<file path="config.mk">
export PLATFORM = sky130hd
export DESIGN_NAME = dds_spi_cfg
export DESIGN_NICKNAME = d
export VERILOG_FILES = /design/src/rtl/dds_spi_cfg.sv
export SDC_FILE = /design/constraint.sdc
export NUM_CORES = 1
export LEC_CHECK = 0
export ABC_AREA = 1
export CAP_MARGIN = 20
export CELL_PAD_IN_SITES_DETAIL_PLACEMENT = 0
export CELL_PAD_IN_SITES_GLOBAL_PLACEMENT = 1
export CORE_ASPECT_RATIO = 1.75
export CORE_MARGIN = 2
export CORE_UTILIZATION = 43
export CTS_CLUSTER_DIAMETER = 80
export DETAILED_ROUTE_END_ITERATION = 10
export GPL_TIMING_DRIVEN = 0
export PLACE_DENSITY = 0.78
export REMOVE_ABC_BUFFERS = 1
export SETUP_SLACK_MARGIN = 0.02
export SYNTH_ARGS = -nofsm -noshare
export SYNTH_HDL_FRONTEND = slang
export SYNTH_SLANG_ARGS = --single-unit
</file>
<file path="constraint.sdc">
create_clock -name clk -period 5.8 [get_ports clk]
set_input_delay 1.16 -clock clk [delete_from_list [all_inputs] [get_ports clk]]
set_output_delay 1.16 -clock clk [all_outputs]
set_load 0.05 [all_outputs]
</file>
<file path="src/rtl/dds_spi_cfg.sv">
// dds_spi_cfg
// SPI mode-0 configuration responder for the DDS synthesizer. A host sends
// 24-bit frames, MSB first: bit 23 = R/W (1 = read), bits 22:16 = address,
// bits 15:0 = data. Writes land in the DDS control registers only when the
// 24th bit arrives. Reads shift the addressed register out on miso during
// data bits 9-24.
//
// Register map:
//   0x00 FTW_LO    staged low half of the tuning word (reads back staged value)
//   0x01 FTW_HI    commits {HI, staged LO} to ftw and pulses ftw_update
//   0x02 CTRL      [1:0] wave_sel, [2] dds_en, other bits read 0
//   0x03 PHASE_OFS
//   others         writes ignored, reads return 0
//
// Ports:
//   clk, rst            system clock, asynchronous active-high reset
//   sclk, cs_n, mosi    SPI pins from the host, asynchronous to clk
//   miso, miso_oe       readback data and its pin output enable
//   ftw, ftw_update     tuning word and its one-cycle change pulse
//   phase_ofs           phase offset
//   wave_sel, dds_en    waveform select and run enable
//
// state | meaning
// ------+--------------------------------------------
// IDLE  | cs_n high, or waiting for a fresh cs_n fall
// CMD   | receiving bits 1-8 (R/W + address)
// DATA  | receiving bits 9-24 (data), miso active on reads
// DONE  | 24 bits received, later bits ignored until cs_n high

module dds_spi_cfg #(
  parameter int SYNC_STAGES = 2
) (
  input  logic        clk,
  input  logic        rst,
  input  logic        sclk,
  input  logic        cs_n,
  input  logic        mosi,
  output logic        miso,
  output logic        miso_oe,
  output logic [31:0] ftw,
  output logic        ftw_update,
  output logic [15:0] phase_ofs,
  output logic [1:0]  wave_sel,
  output logic        dds_en
);

  typedef enum logic [1:0] {
    IDLE = 2'd0,
    CMD  = 2'd1,
    DATA = 2'd2,
    DONE = 2'd3
  } state_t;

  state_t state, state_next;

  logic [SYNC_STAGES-1:0] sclk_sync;
  logic [SYNC_STAGES-1:0] cs_sync;
  logic [SYNC_STAGES-1:0] mosi_sync;
  logic                   sclk_d;
  logic                   cs_d;
  logic                   sclk_s;
  logic                   cs_s;
  logic                   mosi_s;
  logic                   sclk_rise;
  logic                   sclk_fall;
  logic                   cs_fall;

  logic [SYNC_STAGES:0]   fill;
  logic                   armed;

  logic [4:0]             bit_cnt;
  logic [22:0]            shreg;
  logic [23:0]            frame_next;
  logic [15:0]            out_sh;
  logic [15:0]            ftw_lo;
  logic [15:0]            rd_mux;
  logic                   sample;
  logic                   last_cmd;
  logic                   last_bit;

  // Input synchronizers; reset values model an idle bus (cs_n high).
  always_ff @(posedge clk or posedge rst) begin
    if (rst) begin
      sclk_sync <= '0;
      cs_sync   <= '1;
      mosi_sync <= '0;
      sclk_d    <= 1'b0;
      cs_d      <= 1'b1;
    end else begin
      sclk_sync <= {sclk_sync[SYNC_STAGES-2:0], sclk};
      cs_sync   <= {cs_sync[SYNC_STAGES-2:0], cs_n};
      mosi_sync <= {mosi_sync[SYNC_STAGES-2:0], mosi};
      sclk_d    <= sclk_s;
      cs_d      <= cs_s;
    end
  end

  assign sclk_s    = sclk_sync[SYNC_STAGES-1];
  assign cs_s      = cs_sync[SYNC_STAGES-1];
  assign mosi_s    = mosi_sync[SYNC_STAGES-1];
  assign sclk_rise = sclk_s & ~sclk_d;
  assign sclk_fall = ~sclk_s & sclk_d;

  // The synchronizer resets to cs_n high, so a pin held low through reset
  // would look like a falling edge once the chain refills. Frames are only
  // accepted after cs_n has genuinely been seen high with a full chain, so a
  // frame interrupted by reset is discarded until the next real cs_n fall.
  always_ff @(posedge clk or posedge rst) begin
    if (rst) begin
      fill  <= '0;
      armed <= 1'b0;
    end else begin
      fill  <= {fill[SYNC_STAGES-1:0], 1'b1};
      armed <= armed | (fill[SYNC_STAGES] & cs_s & cs_d);
    end
  end

  assign cs_fall = ~cs_s & cs_d & armed;

  // A bit is sampled whenever a frame is in progress. The state lags cs_n by
  // one cycle, so a 24th sclk rise detected together with the cs_n rise is
  // still taken and commits.
  assign sample     = sclk_rise & ((state == CMD) | (state == DATA));
  assign last_cmd   = sample & (bit_cnt == 5'd7);
  assign last_bit   = sample & (bit_cnt == 5'd23);
  assign frame_next = {shreg, mosi_s};

  always_ff @(posedge clk or posedge rst) begin
    if (rst) state <= IDLE;
    else     state <= state_next;
  end

  always_comb begin
    state_next = state;
    case (state)
      IDLE: if (cs_fall) state_next = CMD;
      CMD: begin
        if (cs_s)          state_next = IDLE;
        else if (last_cmd) state_next = DATA;
      end
      DATA: begin
        if (cs_s)          state_next = IDLE;
        else if (last_bit) state_next = DONE;
      end
      DONE: if (cs_s) state_next = IDLE;
      default: state_next = IDLE;
    endcase
  end

  // Bit counter: held at zero in IDLE, so it is clear when the frame starts.
  always_ff @(posedge clk or posedge rst) begin
    if (rst) begin
      bit_cnt <= 5'd0;
    end else if (state == IDLE) begin
      bit_cnt <= 5'd0;
    end else if (sample && bit_cnt != 5'd24) begin
      bit_cnt <= bit_cnt + 5'd1;
    end
  end

  always_ff @(posedge clk or posedge rst) begin
    if (rst) shreg <= '0;
    else if (sample) shreg <= frame_next[22:0];
  end

  // Readback mux, addressed by the seven address bits as they complete.
  always_comb begin
    rd_mux = 16'h0000;
    case (frame_next[6:0])
      7'h00: rd_mux = ftw_lo;
      7'h01: rd_mux = ftw[31:16];
      7'h02: rd_mux = {13'd0, dds_en, wave_sel};
      7'h03: rd_mux = phase_ofs;
      default: rd_mux = 16'h0000;
    endcase
  end

  // Output shifter: loaded after bit 8 (cleared on writes so miso stays 0).
  // The first sclk fall in DATA precedes the host's bit-9 sample, so shifting
  // starts only from the fall that follows bit 9.
  always_ff @(posedge clk or posedge rst) begin
    if (rst) begin
      out_sh <= '0;
    end else if (last_cmd) begin
      out_sh <= frame_next[7] ? rd_mux : 16'h0000;
    end else if ((state == DATA) && sclk_fall && (bit_cnt != 5'd8)) begin
      out_sh <= {out_sh[14:0], 1'b0};
    end
  end

  // Register commit on the 24th bit of a write frame.
  always_ff @(posedge clk or posedge rst) begin
    if (rst) begin
      ftw        <= '0;
      ftw_lo     <= '0;
      phase_ofs  <= '0;
      wave_sel   <= '0;
      dds_en     <= 1'b0;
      ftw_update <= 1'b0;
    end else begin
      ftw_update <= 1'b0;
      if (last_bit && !frame_next[23]) begin
        case (frame_next[22:16])
          7'h00: ftw_lo <= frame_next[15:0];
          7'h01: begin
            ftw        <= {frame_next[15:0], ftw_lo};
            ftw_update <= 1'b1;
          end
          7'h02: begin
            wave_sel <= frame_next[1:0];
            dds_en   <= frame_next[2];
          end
          7'h03: phase_ofs <= frame_next[15:0];
          default: ;
        endcase
      end
    end
  end

  assign miso    = (state == DATA) & out_sh[15];
  assign miso_oe = ~cs_s;

endmodule

</file>
==> run_results.csv <==
group,metric,value,unit
global_routing,grt_pass1_vias,4346,
die,die_x,88.3,um
routing,drc_errors,0,
placed_design,io_buffer_count,58,
sta,finalHoldViolCount,0,
worst_setup_path,slowest_stage,"nand3_2",
sta,timing.slew.headroom,37.3,%
die,io_pins,59,
global_routing,grt_max_degree,83,
routing,dr.pass1.iters,4,
global_routing,antenna_found_initial,0,
routing,routedWlPerCell,15.7,um
sta,post-route-min-period,3270,ps
layout,layout-drive-gt1-share,8.71,%
logic_synthesis,ys_ff_latch,126,
worst_setup_path,path_buf_inv,2,
placed_design,gp_congestion,0.790,
worst_setup_path,end_kind,"register",
job,cap_violations,0,
worst_setup_path,path_cells,"inv_1 > ha_1 > nand3_2 > inv_2 > nand3_4 > nor2_4 > nand2_2 > o21ai_0",
worst_setup_path,path_delay_family,"simple AND/OR/NAND/NOR gates",
logic_synthesis,synth.distinct_cells,29,
die,rows,53,
global_routing,grt_overflow_total,0,
global_routing,met2_usage,36.6,%
clock_tree,cts.path.max_buffers,2,
worst_hold_path,worstHoldPathType,"reg -> reg",
layout,multiInputGateArea,0.00194,mm^2
outcome,status,"complete, no violations",
worst_setup_path,critPathLaunchType,"register",
worst_setup_path,cp_max_fo,48,
worst_setup_path,max_stage_delay,690,ps
logic_synthesis,synth_edf_count,0,
clock_tree,cts-buffers-inserted,17,
power,p_per_area,390,mW/mm^2
clock_tree,cts_htree_levels,4,
logic_synthesis,ys_seq_area_share,59.0,%
layout,fin_nets,664,
logic_synthesis,netlist_area,0.00535,mm^2
routing,vias_per_cell,5.15,
logic_synthesis,synth_top_area_share,57.5,%
logic_synthesis,ys_async_sr_fraction,100,%
routing,drt_iter0_drc,207,
power,power.leakage,3.05,nW
clock_tree,cts.sinks,126,
sta,fmax,306,MHz
die,die_h,152,um
clock_tree,hold_buffers,0,
placed_design,dp_hpwl,8290,um
global_routing,met1_usage,25.8,%
layout,fillers,1139,
clock_tree,clk_pin_slew,60,ps
global_routing,grt_pass1_wl,21600,um
logic_synthesis,ys.flop_type,"dfrtp_1",
logic_synthesis,synthTopCellsByArea,"dfrtp_1 58%, nand2_1 12%, o21ai_0 7.7%",
worst_setup_path,worstReg2RegStart,"state[1]",
sta,fin_crit_sh,56.4,%
sta,worst_slack,2530,ps
worst_setup_path,worstPathRequired,6100,ps
sta,maxSlewViolCount,0,
power,ir_drop,0.000215,V
clock_tree,clock_latency,410,ps
die,die-area,0.0134,mm^2
clock_tree,cts_tree,"done",
logic_synthesis,yosysMostFrequentCell,"nand2_1",
die,start_util,44.3,%
global_routing,grt.total_usage,21.3,%
logic_synthesis,yosysTopAreaCell,"dfrtp_1",
logic_synthesis,avgSynthCellArea,8.92,um^2
layout,regArea,0.00316,mm^2
sta,tns,0,ps
die,coreArea,0.0121,mm^2
global_routing,met3_usage,3.95,%
placed_design,dp_slack,2380,ps
routing,via_count,4282,
power,power,2.65,mW
global_routing,grt.busiest_layer,"met2",
worst_setup_path,path_class,"reg -> reg",
clock_tree,clock-root-buffer,"clkbuf_16",
worst_hold_path,hold_start,"fill[0]",
sta,finalSetupViolations,0,
worst_setup_path,cp-startpoint,"state[1]",
sta,worst_slew_pin_slew,939,ps
logic_synthesis,synth_commonest_cells,"172 x nand2_1, 123 x dfrtp_1, 82 x o21ai_0",
layout,fin_util,56.4,%
sta,finClkSkew,9.00,ps
worst_setup_path,arrival,3570,ps
layout,area_delta_synth_final,27.2,%
layout,diodes,0,
clock_tree,cts.repair.resized,0,
logic_synthesis,syn_inst,600,
routing,ant_nets,0,
routing,wl,13100,um
clock_tree,cts_setup_buffers,0,
logic_synthesis,ys_warn_count,0,
sta,rsz0062_at_grt,"no",
## layout by cell type, fill, tap and decap left out, types with 2 or more instances in the layout
cell / count
nor4_1: 4
buf_16: 2
clkinvlp_4: 3
a21oi_1: 17
clkinv_4: 4
nor2_4: 4
nor3_1: 2
inv_2: 3
dfrtp_1: 123
ha_1: 6
clkbuf_16: 17
nor2_1: 21
o21ai_0: 82
nand3_1: 72
o21ai_1: 11
clkdlybuf4s50_1: 58
nand4_1: 3
nand3_2: 2
nand2_2: 3
inv_1: 33
nor2_2: 3
bufinv_16: 6
dfstp_2: 3
nand2_1: 171
## per-layer routing
| metal | part of all wire (%) | vias up | routed length [um] |
|---|---|---|---|
| li1 | - | 2081 | - |
| met1 | 42 | 2093 | 5460 |
| met2 | 53 | 87 | 6970 |
| met3 | 3.1 | 21 | 408 |
| met4 | 1.9 | 0 | 251 |
| met5 | 0 | - | 0 |
## power by group
group	internal (mW)	total, mW	switching [mW]
Sequential	0.963	1.02	0.0537
Combinational	0.109	0.426	0.317
Clock	0.819	1.21	0.389
## metrics by stage
step / cells / instance area (um^2) / hold WS (ps)
final: 831 / 6810 / 344
after global routing: 831 / 6810 / 358
after CTS: 829 / 6760 / 348
after detailed placement: 797 / 6080 / 340
after global placement: 794 / 6010 / 335
after floorplan: 571 / 5220 / 331
## path summary, 6_finish.rpt
path	endpoint	slack, ps	depth (start not counted)
worst max register to register	ftw[22]	2530	8
min in group asynchronous	ftw[1]	1140	2
max in group asynchronous	cs_sync[1]	3880	3
worst max-delay path	ftw[22]	2530	8
worst min register to register	fill[1]	340	0
worst min-delay path	fill[1]	340	0
## flip-flops by register name (all words and copies together), names as in the netlist
register	count
dds_en	1
armed	1
mosi_sync	2
ftw	32
fill	3
wave_sel	2
out_sh	16
shreg	23
sclk_d	1
sclk_sync	2
bit_cnt	5
ftw_update	1
cs_sync	2
state	2
ftw_lo	16
phase_ofs	16
cs_d	1
## worst register-to-register path, stage by stage, from the launching register on
cell and delay (ps):
dfrtp_1 400, inv_1 80, ha_1 290, nand3_2 690, inv_2 390, nand3_4 160, nor2_4 150, nand2_2 550
o21ai_0 440
## cell families (layout without fill, tap and decap cells)
group                      count (synthesis)  in the layout  share of synthesized area (%)
buffers and inverters                     66            132                           5.03
AOI/OAI and AO/OA                        114            114                           10.9
adders and majority gates                  6              6                           1.40
and+or+nand+nor                          287            287                           23.6
other                                      1              1                         0.0701
DFF                                      126            126                           59.0
## final cells by class
class | instances | area share [%]
Sequential cell | 126 | 46.4
Multi-Input combinational cell | 408 | 28.5
Timing Repair Buffer | 63 | 10.0
Clock buffer | 19 | 6.51
Clock inverter | 13 | 3.49
Tap cell | 165 | 3.03
Inverter | 37 | 2.11
No activity file was read; power rests on OpenSTA's default activity.
